<file path="src/rtl/mac_feed_ctrl.sv">
// mac_feed_ctrl
//   Feeds signed 8-bit operand pairs from a valid/ready stream into an
//   external two-stage multiply-accumulate block. Captures the dot product
//   once the last pair has passed through the MAC, and presents it on a
//   valid/ready result port. A vector ends on in_last or on its 7th pair.
//
// Ports
//   clk, aclr              clock, asynchronous active-high reset (shared with MAC)
//   in_valid/in_ready      operand-pair handshake
//   in_a, in_b, in_last    signed operands, end-of-vector marker
//   mac_dataa, mac_datab   operands to the MAC (0 when no pair is accepted)
//   mac_sload, mac_clken   MAC load-new-sum and clock enable
//   mac_result             MAC accumulator output
//   out_valid/out_ready    result handshake
//   out_data               captured dot product
//   out_count              number of pairs in the captured vector (1..7)
//   out_trunc              vector was closed by the length limit, not by in_last

module mac_feed_ctrl (
    input  logic               clk,
    input  logic               aclr,
    input  logic               in_valid,
    output logic               in_ready,
    input  logic signed [7:0]  in_a,
    input  logic signed [7:0]  in_b,
    input  logic               in_last,
    output logic signed [7:0]  mac_dataa,
    output logic signed [7:0]  mac_datab,
    output logic               mac_sload,
    output logic               mac_clken,
    input  logic signed [17:0] mac_result,
    output logic               out_valid,
    input  logic               out_ready,
    output logic signed [17:0] out_data,
    output logic [2:0]         out_count,
    output logic               out_trunc
);

    logic       accept;
    logic       first;
    logic       at_limit;
    logic       eff_last;
    logic       t1_valid;
    logic       t1_last;
    logic       cap_pend;
    logic [2:0] cnt;
    logic [2:0] vec_count;
    logic       vec_trunc;

    // cnt counts pairs already accepted in the open vector; 6 means the
    // incoming pair is the 7th and must close the vector.
    assign at_limit = (cnt == 3'd6);
    assign first    = (cnt == 3'd0);
    assign eff_last = in_last | at_limit;

    // Stall input from the moment the last pair is accepted until the result
    // has been handed off, so the MAC sum is never disturbed before capture.
    assign in_ready = ~aclr & ~out_valid & ~t1_last & ~cap_pend;
    assign accept   = in_valid & in_ready;

    assign mac_dataa = accept ? in_a : 8'sd0;
    assign mac_datab = accept ? in_b : 8'sd0;
    assign mac_sload = accept & first;
    // t1_valid keeps the MAC clocked one extra edge so the last registered
    // product reaches the accumulator; the operands then are 0/0.
    assign mac_clken = ~aclr & (accept | t1_valid);

    // Tag stage mirroring the MAC input register, pair counter, and the
    // count/trunc attributes of the vector that has just been closed.
    always_ff @(posedge clk or posedge aclr) begin
        if (aclr) begin
            t1_valid  <= 1'b0;
            t1_last   <= 1'b0;
            cap_pend  <= 1'b0;
            cnt       <= 3'd0;
            vec_count <= 3'd0;
            vec_trunc <= 1'b0;
        end else begin
            if (mac_clken) begin
                t1_valid <= accept;
                t1_last  <= accept & eff_last;
            end

            // Last product enters the accumulator on this edge; sample the
            // sum on the following one.
            if (mac_clken && t1_last)
                cap_pend <= 1'b1;
            else if (cap_pend)
                cap_pend <= 1'b0;

            if (accept) begin
                if (eff_last) begin
                    cnt       <= 3'd0;
                    vec_count <= cnt + 3'd1;
                    vec_trunc <= at_limit & ~in_last;
                end else begin
                    cnt <= cnt + 3'd1;
                end
            end
        end
    end

    // Result register: loads once per vector, holds while out_ready is low.
    always_ff @(posedge clk or posedge aclr) begin
        if (aclr) begin
            out_valid <= 1'b0;
            out_data  <= 18'sd0;
            out_count <= 3'd0;
            out_trunc <= 1'b0;
        end else begin
            if (cap_pend) begin
                out_valid <= 1'b1;
                out_data  <= mac_result;
                out_count <= vec_count;
                out_trunc <= vec_trunc;
            end else if (out_valid && out_ready) begin
                out_valid <= 1'b0;
            end
        end
    end

endmodule

</file>
<file path="config.mk">
export PLATFORM = sky130hd
export DESIGN_NAME = mac_feed_ctrl
export DESIGN_NICKNAME = d
export VERILOG_FILES = /design/src/rtl/mac_feed_ctrl.sv
export SDC_FILE = /design/constraint.sdc
export NUM_CORES = 1
export LEC_CHECK = 0
export CORE_UTILIZATION = 43
export CTS_BUF_LIST = sky130_fd_sc_hd__clkbuf_8
export DETAILED_ROUTE_END_ITERATION = 7
export GPL_TIMING_DRIVEN = 0
export PLACE_DENSITY = 0.92
export RECOVER_POWER = 100
export SLEW_MARGIN = 40
export SYNTH_ARGS = -nofsm -noshare
export SYNTH_HDL_FRONTEND = slang
export SYNTH_SLANG_ARGS = --single-unit
</file>
<file path="constraint.sdc">
create_clock -name clk -period 3.7 [get_ports clk]
set_input_delay 0.74 -clock clk [delete_from_list [all_inputs] [get_ports clk]]
set_output_delay 0.74 -clock clk [all_outputs]
set_load 0.05 [all_outputs]
</file>
==> impl_metrics.tcl <==
set metrics [dict create \
    fin_skew_ps 4.78 \
    worst_slack_ps 91.2 \
    fin_hold_ws_ps 496 \
    netlist_instances 114 \
    final_nets 243 \
    fmax_mhz 277 \
    ir_drop_mv 0.575 \
    firstDrtPassIters 4 \
    maxCapViolCount 0 \
    io_pins 81 \
    grt_pass1_wl_um 5890 \
    synth_top_area_cell "dfrtp_1" \
    syn_area_per_cell_um2 13.0 \
    via_per_inst 5.09 \
    antenna_found_initial 0 \
    gp_congestion 0.730 \
    die_w_um 60.7 \
    rsz0062_at_grt "yes" \
    cp.arrival_ps 2870 \
    ys_ff_latch 33 \
    finalPower_mw 1.93 \
    die_area_um2 3680 \
    cts_sinks 33 \
    status "finished, final reports clean" \
    num_rows 20 \
    yosysUniqueCellTypes 26 \
    start_util 0.470 \
    cts_made_buffers 5 \
    cts.reportedPaths.clkPinSlew_ps 70 \
    crit_required_ps 2960 \
    worstMarginPinSlew_ps 692 \
    synth_top_area_frac 0.557 \
    synth_nets 156 \
    avgRoutedWirePerCell_um 15.5 \
    yosys_warnings 0 \
    startpoint_type "input port" \
    core_area_um2 3150 \
    place_ws_ps 41.5 \
    root_buffer "clkbuf_8" \
    antenna_left 0 \
    period_share 0.975 \
    ys_seq_area_frac 0.557 \
    finalSetupViolCount 0 \
    worst-setup-path-type "input port to primary output" \
    cts_buffer_depth 2 \
    fin_util 0.738 \
    drv_slew 0 \
    ys_top_cells_by_area "dfrtp_1, mux2_2, and3_1" \
    die_h_um 60.7 \
    portBuffers 80 \
    finalHoldViolCount 0 \
    drive_gt1_frac 0.163 \
    cts_htree_levels 2 \
    diodes 0 \
    post-route-min-period_ps 3610 \
    power_density_nw_per_um2 828 \
    cts_setup_buffers 0 \
    drt_iter0_drc 34 \
    reg2reg_setup_slack_ps 1950 \
    grt_pass1_vias 1299 \
    cp-end-kind "primary output" \
    hpwl_um 2790 \
    drc 0 \
    fin_area_um2 2330 \
    grt.overflow.total 0 \
    grt_usage 0.223 \
    drt_wl_total_um 3820 \
    syn_to_final_growth_pct 57.2 \
    clk_latency_ps 270 \
    grt_max_degree 36 \
    cp_max_fo 6 \
    postPlaceCellArea_um2 2340 \
    cts_tree "done" \
    slew_headroom 0.538 \
    vias 1251 \
    syn_area_um2 1480 \
    hold_path_class "register to register" \
    p_leak_nw 1.10 \
]
## repair_timing
item / in CTS / in global routing
hold buffers: 0 / 0
setup endpoints to repair: 0 / 13
resized for setup: 0 / 12
## state kept, by name, summed over array words and instances, names as in the netlist
signal,count
out_count,3
vec_count,3
cnt,3
out_data,18
vec_trunc,1
cap_pend,1
out_trunc,1
out_valid,1
t1_valid,1
t1_last,1
## routing by layer
metal | GRT usage | vias to the layer above | part of all wire
met3 | 0.0725 | 5 | 0.13
met1 | 0.259 | 597 | 0.39
met2 | 0.394 | 76 | 0.47
met4 | 0.0682 | 0 | 0.0097
li1 | - | 573 | -
met5 | 0 | - | 0
## critical path, cell delays in order
cell and delay [ps]:
clkdlybuf4s50_1 510, nor4_4 360, and2_0 180, buf_4 150, o21a_1 110, clkdlybuf4s50_1 810
## report_power, final
| part | total, mW | internal [mW] | switching (mW) |
|---|---|---|---|
| logic | 1.07 | 0.363 | 0.709 |
| clock network | 0.248 | 0.127 | 0.121 |
| registers | 0.607 | 0.514 | 0.0932 |
| total | 1.93 | 1.00 | 0.922 |
## synthesized netlist by cell type
| library cell | n |
|---|---|
| a21o_1 | 3 |
| a21oi_1 | 2 |
| a41oi_1 | 1 |
| and2_1 | 1 |
| and3_1 | 18 |
| buf_2 | 3 |
| buf_4 | 1 |
| buf_6 | 1 |
| clkbuf_1 | 2 |
| clkbuf_2 | 1 |
| dfrtp_1 | 33 |
| ha_1 | 3 |
| inv_1 | 6 |
| mux2_1 | 4 |
| mux2_2 | 22 |
| nand2_1 | 2 |
| nand3_1 | 1 |
| nand3_2 | 1 |
| nand4_1 | 1 |
| nor2_1 | 1 |
| nor4_4 | 1 |
| o211ai_1 | 1 |
| o21a_1 | 1 |
| o21ai_0 | 2 |
| o2bb2ai_1 | 1 |
| xor2_1 | 1 |
## final timing paths
path,startpoint,endpoint,depth (start not counted)
setup / recovery,aclr,mac_clken,6
hold / removal,vec_count[1]$_DFFE_PP0P_,vec_count[1]$_DFFE_PP0P_,1
setup reg to reg,cap_pend$_DFF_PP0_,cnt[0]$_DFFE_PP0N_,5
hold reg to reg,vec_count[1]$_DFFE_PP0P_,vec_count[1]$_DFFE_PP0P_,1
max in group asynchronous,aclr,cap_pend$_DFF_PP0_,2
min in group asynchronous,aclr,out_data[11]$_DFFE_PP0P_,2
## layout make-up
cell class / count / area, um^2
fill: 244 / 825
sequential: 33 / 826
multi-input combinational: 67 / 582
buffer: 8 / 35.0
tap: 44 / 55.1
clock buffer: 5 / 68.8
timing repair buffer: 80 / 726
inverter: 6 / 22.5
clock inverter: 3 / 13.8
## cell usage in the layout, fill, tap and decap left out, types with 2 or more instances in the layout
cell type	netlist	routed
clkdlybuf4s50_1	0	43
dfrtp_1	33	33
dlygate4sd3_1	0	25
mux2_2	22	22
clkbuf_1	2	18
and3_1	18	18
inv_1	6	6
clkbuf_8	0	5
mux2_1	4	4
a21o_1	3	3
ha_1	3	3
a21oi_1	2	2
o21ai_0	2	2
nand3_1	1	2
nand2_1	2	2
clkinv_2	0	2
## cells by family after synthesis
family / synth area share
muxes: 0.198
DFF: 0.557
xor gates and xnor gates: 0.00591
and+or+nand+nor: 0.117
adders and majority gates: 0.0253
buffers and inverters: 0.0464
AOI/OAI and AO/OA: 0.0507
## metrics by stage
stage / instances / setup TNS, ps
after floorplan: 114 / 0
after global placement: 238 / -276
after detailed placement: 238 / 0
after CTS: 246 / 0
after global routing: 246 / -38.8
final: 246 / 0
Note: power is estimated with default switching activity, not from simulation.
